### config.mk
export PLATFORM = sky130hd
export DESIGN_NAME = pe_ns_load_ctrl
export DESIGN_NICKNAME = d
export VERILOG_FILES = /design/src/rtl/pe_ns_pkg.sv /design/src/rtl/pe_ns_rr_arb.sv /design/src/rtl/pe_ns_load_ctrl.sv
export SDC_FILE = /design/constraint.sdc
export NUM_CORES = 1
export LEC_CHECK = 0
export CORE_MARGIN = 2
export CORE_UTILIZATION = 45
export DETAILED_ROUTE_END_ITERATION = 6
export GPL_ROUTABILITY_DRIVEN = 0
export HOLD_SLACK_MARGIN = 0.02
export PLACE_DENSITY = 0.77
export SLEW_MARGIN = 10
export SYNTH_ARGS = -nofsm -noshare
export SYNTH_HDL_FRONTEND = slang
export SYNTH_HIERARCHICAL = 1
export SYNTH_SLANG_ARGS = --single-unit
### constraint.sdc
create_clock -name clk -period 3.6 [get_ports clk]
set_clock_uncertainty 0.2 [all_clocks]
set_input_delay 0.36 -clock clk [delete_from_list [all_inputs] [get_ports clk]]
set_output_delay 0.36 -clock clk [all_outputs]
set_load 0.01 [all_outputs]
### src/rtl/pe_ns_pkg.sv
// pe_ns_pkg: namespace codes, sequencer states and namespace check shared by the load controller.
package pe_ns_pkg;
    localparam logic [2:0] NS_INST     = 3'd0;
    localparam logic [2:0] NS_DATA     = 3'd1;
    localparam logic [2:0] NS_WEIGHT   = 3'd2;
    localparam logic [2:0] NS_GRADIENT = 3'd3;
    localparam logic [2:0] NS_META     = 3'd4;

    typedef enum logic {IDLE, BURST} state_t;

    function automatic logic ns_valid(input logic [2:0] ns);
        return ns <= NS_META;
    endfunction
endpackage

### src/rtl/pe_ns_rr_arb.sv
// pe_ns_rr_arb: two-requester round robin; req[0] is writeback, req[1] is burst, last winner yields.
module pe_ns_rr_arb (
    input  logic       clk,
    input  logic       reset,
    input  logic [1:0] req,
    output logic [1:0] gnt
);
    logic last;

    assign gnt[0] = req[0] && (!req[1] || last);
    assign gnt[1] = req[1] && (!req[0] || !last);

    always_ff @(posedge clk) begin
        if (reset)
            last <= 1'b1;
        else if (|gnt)
            last <= gnt[1];
    end
endmodule

### src/rtl/pe_ns_load_ctrl.sv
// pe_ns_load_ctrl: burst load sequencer sharing the namespace write ports with PE writeback.
module pe_ns_load_ctrl
    import pe_ns_pkg::*;
#(
    parameter int dataLen       = 32,
    parameter int instLen       = 32,
    parameter int dataAddrLen   = 6,
    parameter int weightAddrLen = 6,
    parameter int metaAddrLen   = 2,
    parameter int addrLen       = 6,
    parameter int cntLen        = 8
) (
    input  logic                     clk,
    input  logic                     reset,
    input  logic                     cmd_valid,
    output logic                     cmd_ready,
    input  logic [2:0]               cmd_ns,
    input  logic [addrLen-1:0]       cmd_base,
    input  logic [cntLen-1:0]        cmd_count,
    input  logic                     wdata_valid,
    output logic                     wdata_ready,
    input  logic [dataLen-1:0]       wdata,
    input  logic                     wb_valid,
    output logic                     wb_ready,
    input  logic [2:0]               wb_ns,
    input  logic [addrLen-1:0]       wb_addr,
    input  logic [dataLen-1:0]       wb_data,
    input  logic                     inst_fifo_full,
    output logic                     inst_wrt,
    output logic [instLen-1:0]       inst_in,
    output logic                     data_wrt,
    output logic [dataAddrLen-1:0]   data_wrt_addr,
    output logic [dataLen-1:0]       data_in,
    output logic                     weight_wrt,
    output logic [weightAddrLen-1:0] weight_wrt_addr,
    output logic [dataLen-1:0]       weight_in,
    output logic                     gradient_wrt,
    output logic [weightAddrLen-1:0] gradient_wrt_addr,
    output logic [dataLen-1:0]       gradient_in,
    output logic                     meta_wrt,
    output logic [metaAddrLen-1:0]   meta_wrt_addr,
    output logic [dataLen-1:0]       meta_in,
    output logic                     busy,
    output logic                     done,
    output logic                     err
);
    state_t               state;
    logic [2:0]           ns_q;
    logic [addrLen-1:0]   base_q, b_addr;
    logic [cntLen-1:0]    cnt_q, off_q;
    logic                 in_burst, inst_ok, wb_legal, b_req, conflict;
    logic                 cmd_fire, cmd_ok, b_fire, wb_fire, wb_wr, last_word;
    logic [1:0]           gnt;
    logic [4:1]           b_hit, w_hit;

    assign in_burst  = state == BURST;
    // inst_wrt blocks back-to-back writes: the fifo full flag lags one write behind
    assign inst_ok   = !inst_fifo_full && !inst_wrt;
    assign wb_legal  = ns_valid(wb_ns) && wb_ns != NS_INST;
    assign b_req     = in_burst && wdata_valid && (ns_q != NS_INST || inst_ok);
    assign conflict  = b_req && wb_valid && wb_legal && wb_ns == ns_q;

    assign cmd_ready   = !in_burst;
    assign wdata_ready = in_burst && (ns_q == NS_INST ? inst_ok : !(conflict && !gnt[1]));
    assign wb_ready    = !(conflict && !gnt[0]);

    assign cmd_fire  = cmd_valid && cmd_ready;
    assign cmd_ok    = ns_valid(cmd_ns);
    assign b_fire    = wdata_valid && wdata_ready;
    assign wb_fire   = wb_valid && wb_ready;
    assign wb_wr     = wb_fire && wb_legal;
    assign last_word = off_q == cnt_q - cntLen'(1);
    assign b_addr    = base_q + addrLen'(off_q);
    assign busy      = in_burst;

    pe_ns_rr_arb u_arb (
        .clk   (clk),
        .reset (reset),
        .req   ({conflict, conflict}),
        .gnt   (gnt)
    );

    always_comb begin
        b_hit = '0;
        w_hit = '0;
        for (int i = 1; i <= 4; i++) begin
            b_hit[i] = b_fire && ns_q == 3'(i);
            w_hit[i] = wb_wr && wb_ns == 3'(i);
        end
    end

    always_ff @(posedge clk) begin
        if (reset) begin
            state             <= IDLE;
            ns_q              <= '0;
            base_q            <= '0;
            cnt_q             <= '0;
            off_q             <= '0;
            done              <= 1'b0;
            err               <= 1'b0;
            inst_wrt          <= 1'b0;
            inst_in           <= '0;
            data_wrt          <= 1'b0;
            data_wrt_addr     <= '0;
            data_in           <= '0;
            weight_wrt        <= 1'b0;
            weight_wrt_addr   <= '0;
            weight_in         <= '0;
            gradient_wrt      <= 1'b0;
            gradient_wrt_addr <= '0;
            gradient_in       <= '0;
            meta_wrt          <= 1'b0;
            meta_wrt_addr     <= '0;
            meta_in           <= '0;
        end else begin
            done     <= (cmd_fire && cmd_ok && cmd_count == '0) || (b_fire && last_word);
            err      <= (cmd_fire && !cmd_ok) || (wb_fire && !wb_legal);
            inst_wrt <= b_fire && ns_q == NS_INST;
            if (b_fire && ns_q == NS_INST)
                inst_in <= wdata[instLen-1:0];
            if (cmd_fire && cmd_ok && cmd_count != '0) begin
                state  <= BURST;
                ns_q   <= cmd_ns;
                base_q <= cmd_base;
                cnt_q  <= cmd_count;
                off_q  <= '0;
            end else if (b_fire) begin
                off_q <= off_q + cntLen'(1);
                if (last_word)
                    state <= IDLE;
            end
            // same-namespace hits are exclusive through the arbiter, so burst-first muxing is safe
            data_wrt <= b_hit[1] || w_hit[1];
            if (b_hit[1] || w_hit[1]) begin
                data_wrt_addr <= dataAddrLen'(b_hit[1] ? b_addr : wb_addr);
                data_in       <= b_hit[1] ? wdata : wb_data;
            end
            weight_wrt <= b_hit[2] || w_hit[2];
            if (b_hit[2] || w_hit[2]) begin
                weight_wrt_addr <= weightAddrLen'(b_hit[2] ? b_addr : wb_addr);
                weight_in       <= b_hit[2] ? wdata : wb_data;
            end
            gradient_wrt <= b_hit[3] || w_hit[3];
            if (b_hit[3] || w_hit[3]) begin
                gradient_wrt_addr <= weightAddrLen'(b_hit[3] ? b_addr : wb_addr);
                gradient_in       <= b_hit[3] ? wdata : wb_data;
            end
            meta_wrt <= b_hit[4] || w_hit[4];
            if (b_hit[4] || w_hit[4]) begin
                meta_wrt_addr <= metaAddrLen'(b_hit[4] ? b_addr : wb_addr);
                meta_in       <= b_hit[4] ? wdata : wb_data;
            end
        end
    end
endmodule

After elaboration in Yosys (flattened, before gate mapping)
Cells that the tools add are included.
{ "word_totals": {"register_bits": 214, "out_inout_bits": 191, "inputBits": 96, "wordCells": 110} }
{ "classes": {"n_eq_ne": 10, "n_addsub": 3, "n_mux": 12, "magnitude_cmp": 2, "n_reduce_logical": 61} }
{ "ops": {"columns": ["cell", "count"], "rows": [
  ["32-bit two-way mux", 4],
  ["1-bit logical AND", 31],
  ["6-bit two-way mux", 3],
  ["3-bit by 2-bit equality test with 1-bit output, second input constant", 4],
  ["1-bit logical NOT", 11],
  ["1-bit logical OR", 9],
  ["8-bit by 1-bit adder with 8-bit output, second input constant", 1],
  ["8-bit equality test", 1],
  ["8-bit logical NOT", 1],
  ["8-bit nonzero test", 1],
  ["8-bit by 1-bit subtractor with 8-bit output, second input constant", 1],
  ["6-bit adder", 1],
  ["3-bit by 1-bit equality test with 1-bit output, second input constant", 2],
  ["3-bit equality test, second input constant", 2],
  ["3-bit <= comparator, second input constant", 2],
  ["3-bit nonzero test", 2],
  ["1-bit two-way mux", 4],
  ["2-bit nonzero test", 2],
  ["2-bit OR reduction", 2],
  ["3-bit equality test", 1],
  ["3-bit logical NOT", 1],
  ["2-bit two-way mux", 1],
  ["2-bit AND reduction", 1]
]} }

Logic depth before layout (Yosys ltp)
Gate-level depths: netlist (run 1).
{ "depth": {"depth_word": 18, "mapped_depth": 15, "ltp_nobuf": 12} }

Modules after synthesis
The synthesis (run 1) kept the hierarchy.
{ "by_module_without_submodules": {"columns": ["mod", "cells_per_inst", "n_inst", "area_per_inst_um2", "seq_area_each_um2"], "rows": [
  ["pe_ns_load_ctrl", 1124, 1, 9320.2, 4264.1],
  ["pe_ns_rr_arb", 7, 1, 55.1, 20.0]
]} }

Worst setup path after synthesis (run 1)
OpenSTA, ideal clock, no wires.
{ "synth_timing": {"path_type": "input port to flip-flop", "startpoint": "input wb_ns[0]", "endpoint": "register gradient_in[14]", "required_ns": 3.268, "arrival_ns": 3.051, "path_buffers": 1, "setup_slack_ns": 0.217, "setup_time_ns": 0.132, "stages": 12, "cell_sequence": "nor2_1 > ha_1 > nand3b_1 > nor4_4 > nor2b_1 > a21boi_0 > a211oi_2 > a21oi_2 > nand2_1 > clkbuf_1 > a221oi_1 > nor3_1"} }
{ "synth_between": {"word_cells_on_any_way": 27, "classes_between": "order compare (1); eq/ne (2); mux (2); reduce/logical (22)"} }
{ "synth_lines": {"columns": ["item", "line_no", "text"], "rows": [
  ["start, declared", "pe_ns_load_ctrl.sv:25", "input logic [2:0] wb_ns,"],
  ["3-bit <= comparator / 3-bit nonzero test (equally long branches)", "pe_ns_pkg.sv:12, pe_ns_load_ctrl.sv:59", null],
  ["1-bit logical AND", "pe_ns_load_ctrl.sv:59", "assign wb_legal = ns_valid(wb_ns) && wb_ns != NS_INST;"],
  ["1-bit logical AND", "pe_ns_load_ctrl.sv:61", "assign conflict = b_req && wb_valid && wb_legal && wb_ns == ns_q;"],
  ["1-bit logical AND *", "pe_ns_load_ctrl.sv:61", null],
  ["via conflict", "pe_ns_load_ctrl.sv:51", "logic in_burst, inst_ok, wb_legal, b_req, conflict;"],
  ["1-bit logical NOT", "pe_ns_rr_arb.sv:10", "assign gnt[0] = req[0] && (!req[1] || last);"],
  ["1-bit logical OR", "pe_ns_rr_arb.sv:10", null],
  ["1-bit logical AND *", "pe_ns_rr_arb.sv:10", null],
  ["via gnt[0]", "pe_ns_load_ctrl.sv:53", "logic [1:0] gnt;"],
  ["1-bit logical NOT *", "pe_ns_load_ctrl.sv:65", "assign wb_ready = !(conflict && !gnt[0]);"],
  ["1-bit logical AND *", "pe_ns_load_ctrl.sv:65", null],
  ["1-bit logical NOT *", "pe_ns_load_ctrl.sv:65", null],
  ["1-bit logical AND *", "pe_ns_load_ctrl.sv:70", "assign wb_fire = wb_valid && wb_ready;"],
  ["1-bit logical AND *", "pe_ns_load_ctrl.sv:71", "assign wb_wr = wb_fire && wb_legal;"],
  ["1-bit logical AND *", "pe_ns_load_ctrl.sv:88", "w_hit[i] = wb_wr && wb_ns == 3'(i);"],
  ["1-bit logical OR *", "pe_ns_load_ctrl.sv:144", "if (b_hit[3] || w_hit[3]) begin"],
  ["end signal, assigned", "pe_ns_load_ctrl.sv:146", "gradient_in <= b_hit[3] ? wdata : wb_data;"],
  ["end, declared", "pe_ns_load_ctrl.sv:39", "output logic [dataLen-1:0] gradient_in,"]
]} }
The timed path passes the listed nets; every way through them passes the cells marked *.
A chain may end at the register's enable or synchronous reset.

Worst setup path in the final report (run 1)
{ "layout_timing": {"startpoint": "input wb_ns[0]", "endpoint": "output wb_ready"} }
{ "layout_between": {"elab_chain_cells": 10, "word_cells_on_any_way": 12, "classes_between": "order compare (1); eq/ne (1); reduce/logical (10)"} }
{ "layout_lines": {"columns": ["item", "line_no", "text"], "rows": [
  ["3-bit <= comparator / 3-bit nonzero test (equally long branches)", "pe_ns_pkg.sv:12, pe_ns_load_ctrl.sv:59", null],
  ["1-bit logical AND", "pe_ns_load_ctrl.sv:59", null],
  ["1-bit logical AND", "pe_ns_load_ctrl.sv:61", null],
  ["1-bit logical AND *", "pe_ns_load_ctrl.sv:61", null],
  ["via conflict", "pe_ns_load_ctrl.sv:51", null],
  ["1-bit logical NOT", "pe_ns_rr_arb.sv:10", null],
  ["1-bit logical OR", "pe_ns_rr_arb.sv:10", null],
  ["1-bit logical AND *", "pe_ns_rr_arb.sv:10", null],
  ["via gnt[0]", "pe_ns_load_ctrl.sv:53", null],
  ["1-bit logical NOT *", "pe_ns_load_ctrl.sv:65", null],
  ["1-bit logical AND *", "pe_ns_load_ctrl.sv:65", null],
  ["1-bit logical NOT *", "pe_ns_load_ctrl.sv:65", null],
  ["end, declared", "pe_ns_load_ctrl.sv:24", "output logic wb_ready,"]
]} }
Marked as above.

==> summary.txt, run 1 <==
Setup path
  • Req. time, crit path: 3.04 ns
  • Crit end category: output pin
  • Largest delay share family, worst path: buffers and inverters
  • R2r setup slk: 0.31 ns
  • Crit path cell chain: clkdlybuf4s50_1 -> nor2_1 -> ha_1 -> nand3b_1 -> nor4_4 -> nor2b_4 -> a21boi_1 -> a211oi_2 -> nand2_1 -> clkdlybuf4s50_1
  • Reg-to-Reg End: weight_in[23]
  • Crit path top cell by count: clkdlybuf4s50_1
  • Critical path arrival: 2.86 ns
  • CP bufs+invs: 2
  • Worst r2r src: ns_q[0]
  • Setup crit start kind: input pin
  • Critical Path Fanout Max: 5
  • Cell count along the critical path: 10
  • Highest-delay cell along the critical path: clkdlybuf4s50_1
  • Crit path largest cell delay: 0.55 ns
  • R2R depth: 11
  • Critical path type: in2out

Timing
  • Worst hold margin: 0.1110 ns
  • RSZ-0062 raised after global routing: no
  • Fin crit period: 3.424 ns
  • Final setup TNS: 0 ns
  • Fin. Hold Viols: 0
  • Slew Limit Fails: 0
  • Rel. slew slack: 39.07%
  • Tightest Pin Transition: 0.9106 ns
  • Peak Freq: 292.0 MHz
  • Final period util: 95.12%
  • Final setup viols: 0
  • Worst setup margin: 0.1757 ns

Drt
  • Pre-antenna DRT Iters: 5
  • Initial DRC count: 1054
  • Drt wl/cell: 20.97 um
  • Antenna-violating nets left: 0
  • Total wire length: 35.21 mm
  • Vias: 10090
  • DRC viols: 0
  • Via density: 6.007

Floorplan
  • Num ports: 287
  • Die W: 148.3 um
  • Initial Util: 46.04%
  • Floorplan die height: 148.3 um
  • Core region area: 20360 um^2
  • Die area: 22000 um^2
  • Site Rows: 52

Placed design
  • IO Port Bufs: 286
  • Placed cell count: 1641
  • Area after DPL: 12780 um^2
  • DP HPWL: 24.47 mm
  • Placement-stage worst setup slack: -0.2964 ns

GRT
  • Vias in the first global route: 9246
  • Tot GR Track Use: 30.37%
  • Largest net degree at the start of global routing: 88
  • Global-route wire length before repair: 53.27 mm
  • Gr ovfl total: 0
  • Initial antenna violation count: 1

Yosys
  • Sequential share of the synthesized area: 45.70%
  • Cell variety after synth: 46
  • Syn nets: 1236
  • Post-synth EDFFs: 0
  • Syn Std Cell Area: 9375 um^2
  • Avg Inst Size Synth: 8.289 um^2
  • Synth warnings: 6
  • Share of synthesized registers carrying an async set or reset: 0%
  • Mapped Cells: 1131
  • Yosys reg bits: 214
  • Ys flop type: dfxtp_1

Cells and area
  • Utilization after layout: 66.43%
  • Final design area excluding fillers: 13530 um^2
  • Layout cell share with drive strength beyond 1: 7.878%
  • Nets: 1501
  • Synthesis-to-layout area growth: 44.29%
  • Number of antenna cells inserted: 0
  • Final cell count without fillers: 1679
  • Fill cells: 1669

Worst hold path
  • Hold path endpoint: cnt_q[4]
  • WHS Path Cells: 2
  • Hold Path Origin: reset
  • Worst Hold Class: in2reg

Power and ir drop
  • Worst ir drop on vdd: 0.0003060 V
  • Final Power: 5.450 mW
  • P per Cell Area: 402.8 nW/um^2
  • Leak pwr: 4.731 nW

Clock tree
  • Worst-skew pair later-pin latency: 0.51 ns
  • CTS root buf: clkbuf_16
  • Clk sinks: 214
  • CTS max path bufs: 3
  • CTS tree: done
  • Number of H-tree levels: 1
  • Clock-pin slew on the worst setup and hold paths: 0.06 ns
  • Post-CTS Hold Buffers: 0
  • Num CTS Buffers: 22

Job
  • Maximum Capacitance Violations: 0

Status
  • Status: complete, no violations
## sequential cells by signal (all words and copies together), names as in the netlist, 2 cells and up
signal / count
gradient_in: 32
off_q: 8
cnt_q: 8
weight_wrt_addr: 6
data_in: 32
meta_wrt_addr: 2
weight_in: 32
data_wrt_addr: 6
gradient_wrt_addr: 6
ns_q: 3
base_q: 6
inst_in: 32
meta_in: 32
## layout by cell type (no fill, tap or decap), types with 10 or more instances in the layout
cell	netlist	final
clkdlybuf4s50_1	0	285
dfxtp_1	214	214
nor2_1	155	153
nand2_1	124	124
a221oi_1	115	115
a21oi_1	115	113
nor3_1	78	78
buf_4	0	41
o21ai_0	40	40
a211oi_1	37	37
and2_1	32	32
clkbuf_16	0	23
buf_12	0	15
mux2i_1	14	14
xnor2_1	14	14
inv_1	11	11
xor2_1	10	10
## what timing repair did
action	in CTS	in global routing
gates resized for setup	3	2
pin swaps	1	1
endpoints found under the setup margin	2	3
buffers inserted	1	0
## per-layer routing
layer / wire [um] / global-route usage (%) / vias up
met5: 14 / 0 / -
met2: 16360 / 47.69 / 552
met3: 3123 / 5.031 / 88
met4: 1546 / 12.67 / 2
li1: - / - / 4603
met1: 14160 / 41.65 / 4840
## power by group
part | switching [mW] | internal [mW] | total, mW
Sequential | 0.0422 | 2.43 | 2.47
Clock | 0.958 | 1.39 | 2.34
Combinational | 0.338 | 0.300 | 0.638
## worst max path at each step
stage,startpoint,endpoint
5_1_grt,wb_ns[0],wdata_ready
2_1_floorplan,wb_ns[0],gradient_in[14]
3_5_place_dp,wb_ns[0],weight_in[31]
3_3_place_gp,wb_ns[0],weight_in[31]
4_1_cts,wb_ns[0],wb_ready
6_report,wb_ns[0],wb_ready
## Yosys cell counts (8+ instances only)
cell type	count	area share, %
buf_2	26	1.4
xor2_1	10	0.93
o21ai_0	40	2.1
xnor2_1	14	1.3
a21oi_1	115	6.1
nor2_1	155	6.2
a221oi_1	115	11
inv_1	11	0.44
clkbuf_1	72	2.9
nand2_1	124	5.0
ha_1	8	1.1
and2_1	32	2.1
mux2i_1	14	1.5
nor3_1	78	4.2
a211oi_1	37	3.0
nor2b_1	9	0.60
dfxtp_1	214	46
## layout make-up
type | instances | area, um^2 | area share (%)
sequential | 214 | 4284 | 31.67
clock inverter | 6 | 82.58 | 0.6104
timing repair buffer | 342 | 3472 | 25.67
tap | 270 | 337.8 | 2.497
clock buffer | 31 | 645.6 | 4.772
multi-input combinational | 805 | 4664 | 34.48
inverter | 11 | 41.29 | 0.3052
## cell families after synthesis
logic type	synth area share [%]
adders and majority gates	1.281
muxes	1.495
buffers and inverters	4.991
DFF	45.70
AOI/OAI and AO/OA	23.36
xor gates and xnor gates	2.242
and+or+nand+nor	20.94
Power figures use the tool's default switching activity.
==> run 2: changes to the inputs <==
--- a/config.mk
+++ b/config.mk
@@ -7,6 +7,7 @@
 export LEC_CHECK = 0
 export CORE_MARGIN = 2
 export CORE_UTILIZATION = 45
+export CTS_CLUSTER_DIAMETER = 120
 export DETAILED_ROUTE_END_ITERATION = 6
 export GPL_ROUTABILITY_DRIVEN = 0
 export HOLD_SLACK_MARGIN = 0.02
==> results of run 2 <==
No change in the layout: final DEF, timing and power equal those of run 1.
==> run 3: changes to the inputs <==
--- a/config.mk
+++ b/config.mk
@@ -5,6 +5,7 @@
 export SDC_FILE = /design/constraint.sdc
 export NUM_CORES = 1
 export LEC_CHECK = 0
+export CAP_MARGIN = 10
 export CORE_MARGIN = 2
 export CORE_UTILIZATION = 45
 export CTS_CLUSTER_DIAMETER = 120
==> results of run 3 <==
No change in the layout: final DEF, timing and power equal those of run 1.
